[src/rtl/spm_seq_ctrl_if.sv]
// ---------------------------------------------------------------------------
// spm_seq_ctrl_if
//
// Purpose: bundles the two valid/ready channels of the spm sequencer, the
// operand-pair input channel and the product output channel.
//
// Signals:
//   in_valid   operand pair valid              (source -> sequencer)
//   in_ready   sequencer can take a pair       (sequencer -> source)
//   in_x       parallel multiplicand, signed   (source -> sequencer)
//   in_y       serial multiplier, signed       (source -> sequencer)
//   out_valid  product valid                   (sequencer -> consumer)
//   out_ready  consumer accepts the product    (consumer -> sequencer)
//   out_prod   2*WIDTH-bit signed product      (sequencer -> consumer)
//
// Modports:
//   master  operand source / product consumer side
//   slave   sequencer side
// ---------------------------------------------------------------------------
interface spm_seq_ctrl_if #(
    parameter int WIDTH = 8
);
    logic                   in_valid;
    logic                   in_ready;
    logic [WIDTH-1:0]       in_x;
    logic [WIDTH-1:0]       in_y;
    logic                   out_valid;
    logic                   out_ready;
    logic [2*WIDTH-1:0]     out_prod;

    modport master (
        output in_valid,
        output in_x,
        output in_y,
        output out_ready,
        input  in_ready,
        input  out_valid,
        input  out_prod
    );

    modport slave (
        input  in_valid,
        input  in_x,
        input  in_y,
        input  out_ready,
        output in_ready,
        output out_valid,
        output out_prod
    );
endinterface

[src/rtl/spm_seq_ctrl.sv]
// ---------------------------------------------------------------------------
// spm_seq_ctrl
//
// Purpose: sequencer for one serial-parallel multiplier array of WIDTH
// carry-save cells. Accepts a signed operand pair, clears the array, loads
// the parallel operand, streams the serial operand LSB-first with sign
// extension for 2*WIDTH cycles, deserialises the serial product and returns
// the 2*WIDTH-bit signed product.
//
// Parameters:
//   WIDTH  operand width, equal to the spm array size (>= 2)
//   P_LAT  cycles from driving y bit k to product bit k on spm_p (1..3)
//
// Ports:
//   clk      system clock, rising edge
//   rst      synchronous active-high reset
//   bus      operand / product handshakes (spm_seq_ctrl_if.slave)
//   spm_rst  clear of the array carries and sums
//   spm_x    parallel operand to the array
//   spm_y    serial operand bit to the array
//   spm_p    serial product bit from the array
//   busy     high whenever the sequencer is not idle
// ---------------------------------------------------------------------------
module spm_seq_ctrl #(
    parameter int WIDTH = 8,
    parameter int P_LAT = 1
) (
    input  logic             clk,
    input  logic             rst,
    spm_seq_ctrl_if.slave    bus,
    output logic             spm_rst,
    output logic [WIDTH-1:0] spm_x,
    output logic             spm_y,
    input  logic             spm_p,
    output logic             busy
);

    localparam int CNT_W = $clog2(2*WIDTH + P_LAT + 1);
    localparam logic [CNT_W-1:0] LAST_CNT    = CNT_W'(2*WIDTH + P_LAT - 1);
    localparam logic [CNT_W-1:0] SHIFT_START = CNT_W'(P_LAT);
    localparam logic [CNT_W-1:0] SER_END     = CNT_W'(2*WIDTH);

    typedef enum logic [1:0] {
        IDLE  = 2'd0,
        CLEAR = 2'd1,
        RUN   = 2'd2,
        DONE  = 2'd3
    } state_t;

    state_t                    state;
    state_t                    state_nxt;
    logic [CNT_W-1:0]          cnt;
    logic signed [WIDTH-1:0]   y_sr;
    logic [2*WIDTH-1:0]        prod;

    assign bus.out_prod = prod;

    // Next-state and control outputs. in_ready depends on state only, so
    // there is no combinational path from out_ready to in_ready.
    always_comb begin
        state_nxt     = state;
        bus.in_ready  = 1'b0;
        bus.out_valid = 1'b0;
        spm_rst       = 1'b1;
        spm_y         = 1'b0;
        busy          = 1'b1;
        case (state)
            IDLE: begin
                bus.in_ready = 1'b1;
                busy         = 1'b0;
                if (bus.in_valid) begin
                    state_nxt = CLEAR;
                end
            end
            CLEAR: begin
                state_nxt = RUN;
            end
            RUN: begin
                spm_rst = 1'b0;
                // The arithmetic shift register already replicates the sign
                // bit once the operand has been shifted out; stop driving
                // after 2*WIDTH bits so only the latency tail sees zeros.
                if (cnt < SER_END) begin
                    spm_y = y_sr[0];
                end
                if (cnt == LAST_CNT) begin
                    state_nxt = DONE;
                end
            end
            DONE: begin
                bus.out_valid = 1'b1;
                if (bus.out_ready) begin
                    state_nxt = IDLE;
                end
            end
            default: begin
                state_nxt = IDLE;
            end
        endcase
    end

    // Control state, parallel operand and product register.
    always_ff @(posedge clk) begin
        if (rst) begin
            state <= IDLE;
            cnt   <= '0;
            spm_x <= '0;
            prod  <= '0;
        end else begin
            state <= state_nxt;
            case (state)
                IDLE: begin
                    if (bus.in_valid) begin
                        spm_x <= bus.in_x;
                    end
                end
                CLEAR: begin
                    cnt <= '0;
                end
                RUN: begin
                    if (cnt != LAST_CNT) begin
                        cnt <= cnt + CNT_W'(1);
                    end
                    // Product bits arrive LSB-first; shifting in at the MSB
                    // leaves bit j at position j after 2*WIDTH shifts.
                    if (cnt >= SHIFT_START) begin
                        prod <= {spm_p, prod[2*WIDTH-1:1]};
                    end
                end
                default: begin
                end
            endcase
        end
    end

    // Serial operand shift register; pure data, loaded on the input handshake.
    always_ff @(posedge clk) begin
        if (state == IDLE && bus.in_valid) begin
            y_sr <= $signed(bus.in_y);
        end else if (state == RUN) begin
            y_sr <= y_sr >>> 1;
        end
    end

endmodule

[src/flat_wrapper.sv]
// flat-port wrapper written by rule: the top's interface ports become plain ports
module spm_seq_ctrl_flat 
#(
    parameter int WIDTH = 8,
    parameter int P_LAT = 1
)
  (clk, rst, spm_rst, spm_x, spm_y, spm_p, busy, bus_in_valid, bus_in_x, bus_in_y, bus_out_ready, bus_in_ready, bus_out_valid, bus_out_prod);
  spm_seq_ctrl_if #(.WIDTH(WIDTH)) bus_i ();
  input  logic clk;
  input  logic rst;
  output logic spm_rst;
  output logic [WIDTH-1:0] spm_x;
  output logic spm_y;
  input  logic spm_p;
  output logic busy;
  input wire logic [$bits(bus_i.in_valid)-1:0] bus_in_valid;
  input wire logic [$bits(bus_i.in_x)-1:0] bus_in_x;
  input wire logic [$bits(bus_i.in_y)-1:0] bus_in_y;
  input wire logic [$bits(bus_i.out_ready)-1:0] bus_out_ready;
  output wire logic [$bits(bus_i.in_ready)-1:0] bus_in_ready;
  output wire logic [$bits(bus_i.out_valid)-1:0] bus_out_valid;
  output wire logic [$bits(bus_i.out_prod)-1:0] bus_out_prod;
  assign bus_i.in_valid = bus_in_valid;
  assign bus_i.in_x = bus_in_x;
  assign bus_i.in_y = bus_in_y;
  assign bus_i.out_ready = bus_out_ready;
  assign bus_in_ready = bus_i.in_ready;
  assign bus_out_valid = bus_i.out_valid;
  assign bus_out_prod = bus_i.out_prod;
  spm_seq_ctrl #(.WIDTH(WIDTH), .P_LAT(P_LAT)) u_core (.clk(clk), .rst(rst), .bus(bus_i), .spm_rst(spm_rst), .spm_x(spm_x), .spm_y(spm_y), .spm_p(spm_p), .busy(busy));
endmodule
[config.mk]
export PLATFORM = sky130hd
export DESIGN_NAME = spm_seq_ctrl_flat
export DESIGN_NICKNAME = d
export VERILOG_FILES = /design/src/rtl/spm_seq_ctrl_if.sv /design/src/rtl/spm_seq_ctrl.sv /design/src/flat_wrapper.sv
export SDC_FILE = /design/constraint.sdc
export NUM_CORES = 1
export LEC_CHECK = 0
export CORE_AREA = 2 2 60 62
export DETAILED_ROUTE_END_ITERATION = 10
export DIE_AREA = 0 0 62 64
export DONT_BUFFER_PORTS = 1
export PLACE_DENSITY = 0.81
export RECOVER_POWER = 25
export SETUP_SLACK_MARGIN = 0.5
export SLEW_MARGIN = 20
export SYNTH_ARGS = -nofsm -noshare
export SYNTH_HDL_FRONTEND = slang
export SYNTH_SLANG_ARGS = --single-unit
[constraint.sdc]
create_clock -name clk -period 1.95 [get_ports clk]
set_input_delay 0.39 -clock clk [delete_from_list [all_inputs] [get_ports clk]]
set_output_delay 0.39 -clock clk [all_outputs]
set_load 0.02 [all_outputs]
### Word level (Yosys, flattened, before mapping)

Cells that the tools add are included.
Widths: inputs -> output; s select.

| word-level totals | value |
|---|---|
| memory bits (writable) | 0 |
| flip-flop bits (word level) | 39 |
| memories kept | 0 |
| input bits | 21 |
| output and inout bits | 29 |
| logic and storage cells | 40 |
| ROM bits | 0 |
| latch bits | 0 |

| cells by class | value |
|---|---|
| magnitude comparators | 2 |
| bitwise operators | 0 |
| mux-type cells | 14 |
| reductions and logical operators | 8 |
| eq/ne operators | 9 |
| shift operators | 0 |
| multiply operators | 0 |
| add/sub/neg operators | 1 |
| divide/modulo/power cells | 0 |

Operators with widths:

| cell | count |
|---|---|
| $pmux 5 s2 | 1 |
| $mux 8 | 1 |
| $pmux 2 s4 | 1 |
| $mux 7 | 1 |
| $mux 1 | 6 |
| $mux 2 | 3 |
| $reduce_and 2->1 | 3 |
| $add 5x1->5 const B | 1 |
| $eq 5x5->1 const B | 1 |
| $ge 5x1->1 const B | 1 |
| $lt 5x5->1 const B | 1 |
| $mux 5 | 1 |
| $ne 5x5->1 const B | 1 |
| $eq 2x2->1 const B | 2 |
| $ne 2x1->1 const B | 2 |
| $ne 2x2->1 const B | 2 |
| $reduce_bool 2->1 | 2 |
| $reduce_and 3->1 | 1 |
| $eq 2x1->1 const B | 1 |
| $logic_not 2->1 | 1 |
| $logic_and 1x1->1 | 1 |

### Depth between registers and ports, before layout

| depth | value |
|---|---|
| depth in word-level cells | 3 |
| gate-level depth with buffers | 7 |
| gate-level depth less buffers | 6 |

### Least setup slack after synthesis

No wires, ideal clock.

| path | value |
|---|---|
| path kind | flip-flop to output port |
| start point | register u_core.state[0] |
| end point | output spm_y |
| data required time | 1.560 ns |
| buffers on the path | 2 |
| slack | 0.097 ns |
| cell stages (with the launch flop) | 7 |
| arrival | 1.463 ns |
| cell sequence | dfxtp_1 > inv_1 > ha_1 > clkbuf_1 > clkbuf_1 > nand2_1 > nor2_1 |

| on the way | value |
|---|---|
| word-level cells in the longest chain between the ends | 2 |

RTL lines:

| element | RTL line | text |
|---|---|---|
| from (decl) | spm_seq_ctrl.sv:50 | `state_t state;` |
| from (signal assigned) | spm_seq_ctrl.sv:110 | `state <= state_nxt;` |
| $eq 2x2->1 | spm_seq_ctrl.sv:67 | `case (state)` |
| $mux 1 | spm_seq_ctrl.sv:67 |  |
| to (decl) | flat_wrapper.sv:13 | `output logic spm_y;` |

No other way between the ends.

### Worst setup path in the final report

| path | value |
|---|---|
| start point | register u_core.cnt[1] |
| end point | register u_core.prod[13], in the netlist u_core.bus.out_prod[13] |

| on the way | value |
|---|---|
| word-level cells in the longest chain between the ends | 2 |

RTL lines:

| element | RTL line | text |
|---|---|---|
| from (decl) | spm_seq_ctrl.sv:52 | `logic [CNT_W-1:0] cnt;` |
| from (signal assigned) | spm_seq_ctrl.sv:122 | `cnt <= cnt + CNT_W'(1);` |
| $ge 5x1->1 | spm_seq_ctrl.sv:126 | `if (cnt >= SHIFT_START) begin` |
| $reduce_and 2->1 (no source line) | n/a |  |
| to (signal assigned) | spm_seq_ctrl.sv:127 | `prod <= {spm_p, prod[2*WIDTH-1:1]};` |
| to (decl) | spm_seq_ctrl.sv:54 | `logic [2*WIDTH-1:0] prod;` |

No other way between the ends.
A chain may end at the register's enable or synchronous reset.

==> flow_summary_export.csv <==
group,metric,value,unit
place,dp.final_hpwl,2380,um
critical_path,critPathMaxFanout,7,
clock_network,cts_tree,"built",
sta,timing.final.crit_share,87.7,%
die,die_y,64,um
synthesis,syn_inst,180,
synthesis,synth_fp_nets,209,
min_path,hp-class,"in2reg",
synthesis,synthMuxAreaShare,9.69,%
routing,wl,3690,um
critical_path,worst_setup_path_start_kind,"flip-flop",
layout,syn2layout_area_growth,23.9,%
place,place_congestion,0.851,
clock_network,h-tree-depth,2,
routing,vias_per_cell,5.32,
sta,rsz0062_at_grt,"yes",
routing,vias,1309,
synthesis,synth_top_family_by_area,"simple AND/OR/NAND/NOR gates",
power,power.density,1090,mW/mm2
global_route,overflow,0,
power,vdd_drop_max,753,uV
power,combPwrFrac,37.1,%
die,pin_count,50,
synthesis,synth-simple-area-share,22.2,%
global_route,grt_max_degree,34,
place,place_area,0.00182,mm2
job,cap_violations,0,
synthesis,synth_area_leaders,"dfxtp_1 (35%), edfxtp_1 (14%), mux2i_1 (9.7%)",
sta,skew,9.07,ps
routing,ant_nets,0,
power,seq_power_share,45.9,%
die,fp-row-count,21,
clock_network,clkTransAtPathRegs,120,ps
clock_network,cts-root-buf,"clkbuf_4",
layout,fin_area,0.00217,mm2
routing,drt-pass1-iter-count,4,
sta,setup-violations-final,0,
synthesis,ys_warn_count,0,
power,clkPwrFrac,17.0,%
power,p_leak,0.908,nW
clock_network,clock_path_buffers,2,
sta,worst_pin_slew,360,ps
die,start_util,53.4,%
routing,avgRoutedWirePerCell,15.0,um
critical_path,worstPathRequired,2240,ps
sta,tns,0,ps
sta,relSlewSlack,75.8,%
power,p_int,0.00153,W
outcome,outcome,"completed",
clock_network,clock_latency,350,ps
synthesis,syn_area,0.00176,mm2
clock_network,cts_made_buffers,5,
sta,hold_viol,0,
die,die_w,62,um
critical_path,cp_data_arrival_time,2000,ps
synthesis,ys_ff_latch,39,
global_route,antenna_found_initial,0,
synthesis,synth_compound_area_share,8.84,%
min_path,hold_depth,1,
sta,fin_crit,1710,ps
synthesis,synth_top_area_share,35.4,%
global_route,first_global_vias,1289,
synthesis,seq_area_frac_synth,49.0,%
critical_path,worstSetupPathType,"reg2reg",
layout,final_common_cell,"nand2_1",
synthesis,synth_xor_area_share,0,%
layout,diodes,0,
die,die-area,0.00397,mm2
place,io_buffer_count,0,
global_route,grt_pass1_wl,5750,um
critical_path,rr_worst_depth,7,
synthesis,yosys.area_share.adder,5.70,%
global_route,globalRouteTotalUtil,19.6,%
layout,nets,228,
die,design.core.area,0.00328,mm2
synthesis,synth.largest_area_cell,"dfxtp_1",
synthesis,synth.distinct_cells,30,
power,swShare,35.9,%
critical_path,end_kind,"flip-flop",
power,power.switching,0.000854,W
synthesis,postSynthAreaPerCell,9.75,um2
clock_network,cts.sinks,39,
sta,drv_slew,0,
layout,final_cell_mix,"nand2_1 (37), dfxtp_1 (27), nand2b_1 (20), mux2i_1 (17), buf_4 (14)",
routing,drt_iter0_markers,64,
sta,max_freq,585,MHz
routing,drcViolationCount,0,
layout,drive_gt1_share,27.0,%
-- cell type report --
cell class,instances,area [um2]
fillers,254,1110
multi-input cells,125,925
flip-flops and latches,39,873
repair buffers,21,218
well taps,46,57.6
inverters,7,48.8
clock buffers,5,37.5
clock inverters,3,15.0
-- synthesized netlist by cell type (all sizes together) --
| cell | n |
|---|---|
| nor4 | 1 |
| or4 | 1 |
| nand2 | 40 |
| a31oi | 1 |
| o31ai | 1 |
| nand4bb | 1 |
| edfxtp | 8 |
| o211ai | 2 |
| o21ai | 2 |
| buf | 2 |
| dfxtp | 31 |
| a21oi | 12 |
| nand3b | 1 |
| nand2b | 20 |
| inv | 7 |
| nor2b | 2 |
| and4bb | 1 |
| mux2i | 17 |
| a211o | 1 |
| nand4b | 1 |
| nor3 | 2 |
| nor2 | 1 |
| ha | 8 |
| clkbuf | 7 |
| and3 | 1 |
| a211oi | 1 |
| nand3 | 5 |
| a41oi | 2 |
| o31a | 1 |
-- sequential cells by signal (all words and copies together) (netlist names) --
signal,flops
u_core.state,2
u_core.cnt,5
u_core.y_sr,8
u_core.bus.out_prod,16
u_core.spm_x,8
-- critical path, cell delays in order, from the launching register on --
cell	delay [ps]
dfxtp_4	380
inv_4	40
ha_4	140
or4_4	440
o31ai_4	190
buf_4	150
buf_12	120
mux2i_1	190
-- routing by layer --
layer | vias up | share of wire (%) | routed length [um] | GRT usage [%]
met5 | - | 0 | 0 | 0
met3 | 5 | 5.5 | 201 | 7.09
met2 | 33 | 51 | 1880 | 33.5
met4 | 0 | 1.5 | 55 | 6.38
li1 | 658 | - | - | -
met1 | 613 | 42 | 1550 | 21.9
-- kinds of logic after synthesis --
family / count (synthesis)
flops: 39
mux: 17
simple gates: 77
fa+ha+maj: 8
buf+inv: 16
compound gates: 23
-- per-stage QoR --
step	total power (W)	std cells	setup WS, ps	utilization (%)	hold slack, ps
after detailed placement	0.00169	220	174	55.4	456
after floorplan	0.00157	180	190	-	485
after global routing	0.00253	246	174	66.2	65.3
after global placement	0.00164	220	269	55.4	455
after CTS	0.00225	239	225	62.9	74.4
final	0.00238	246	240	66.2	84.7
-- final timing paths --
path | from | to | slack [ps]
setup / recovery | u_core.cnt[1] | u_core.bus.out_prod[13] | 240
hold / removal | rst | u_core.cnt[1] | 80
setup reg to reg | u_core.cnt[1] | u_core.bus.out_prod[13] | 240
hold reg to reg | u_core.y_sr[7] | u_core.y_sr[6] | 530
-- power by group through the flow --
stage	registers, W	clock network [W]	logic [W]
final	0.00109	0.000404	0.000884
after global routing	0.00110	0.000459	0.000964
after CTS	0.00109	0.000412	0.000743
after detailed placement	0.00110	0	0.000583
after global placement	0.00109	0	0.000552
after floorplan	0.00108	0	0.000492
-- what timing repair did --
action,CTS,global route
endpoints found under the hold margin,0,0
gates cloned,1,0
hold buffers,0,0
buffers inserted,10,7
setup endpoints to repair,51,40
resized for setup,24,14
pin swaps,5,6
Power figures use the tool's default switching activity.
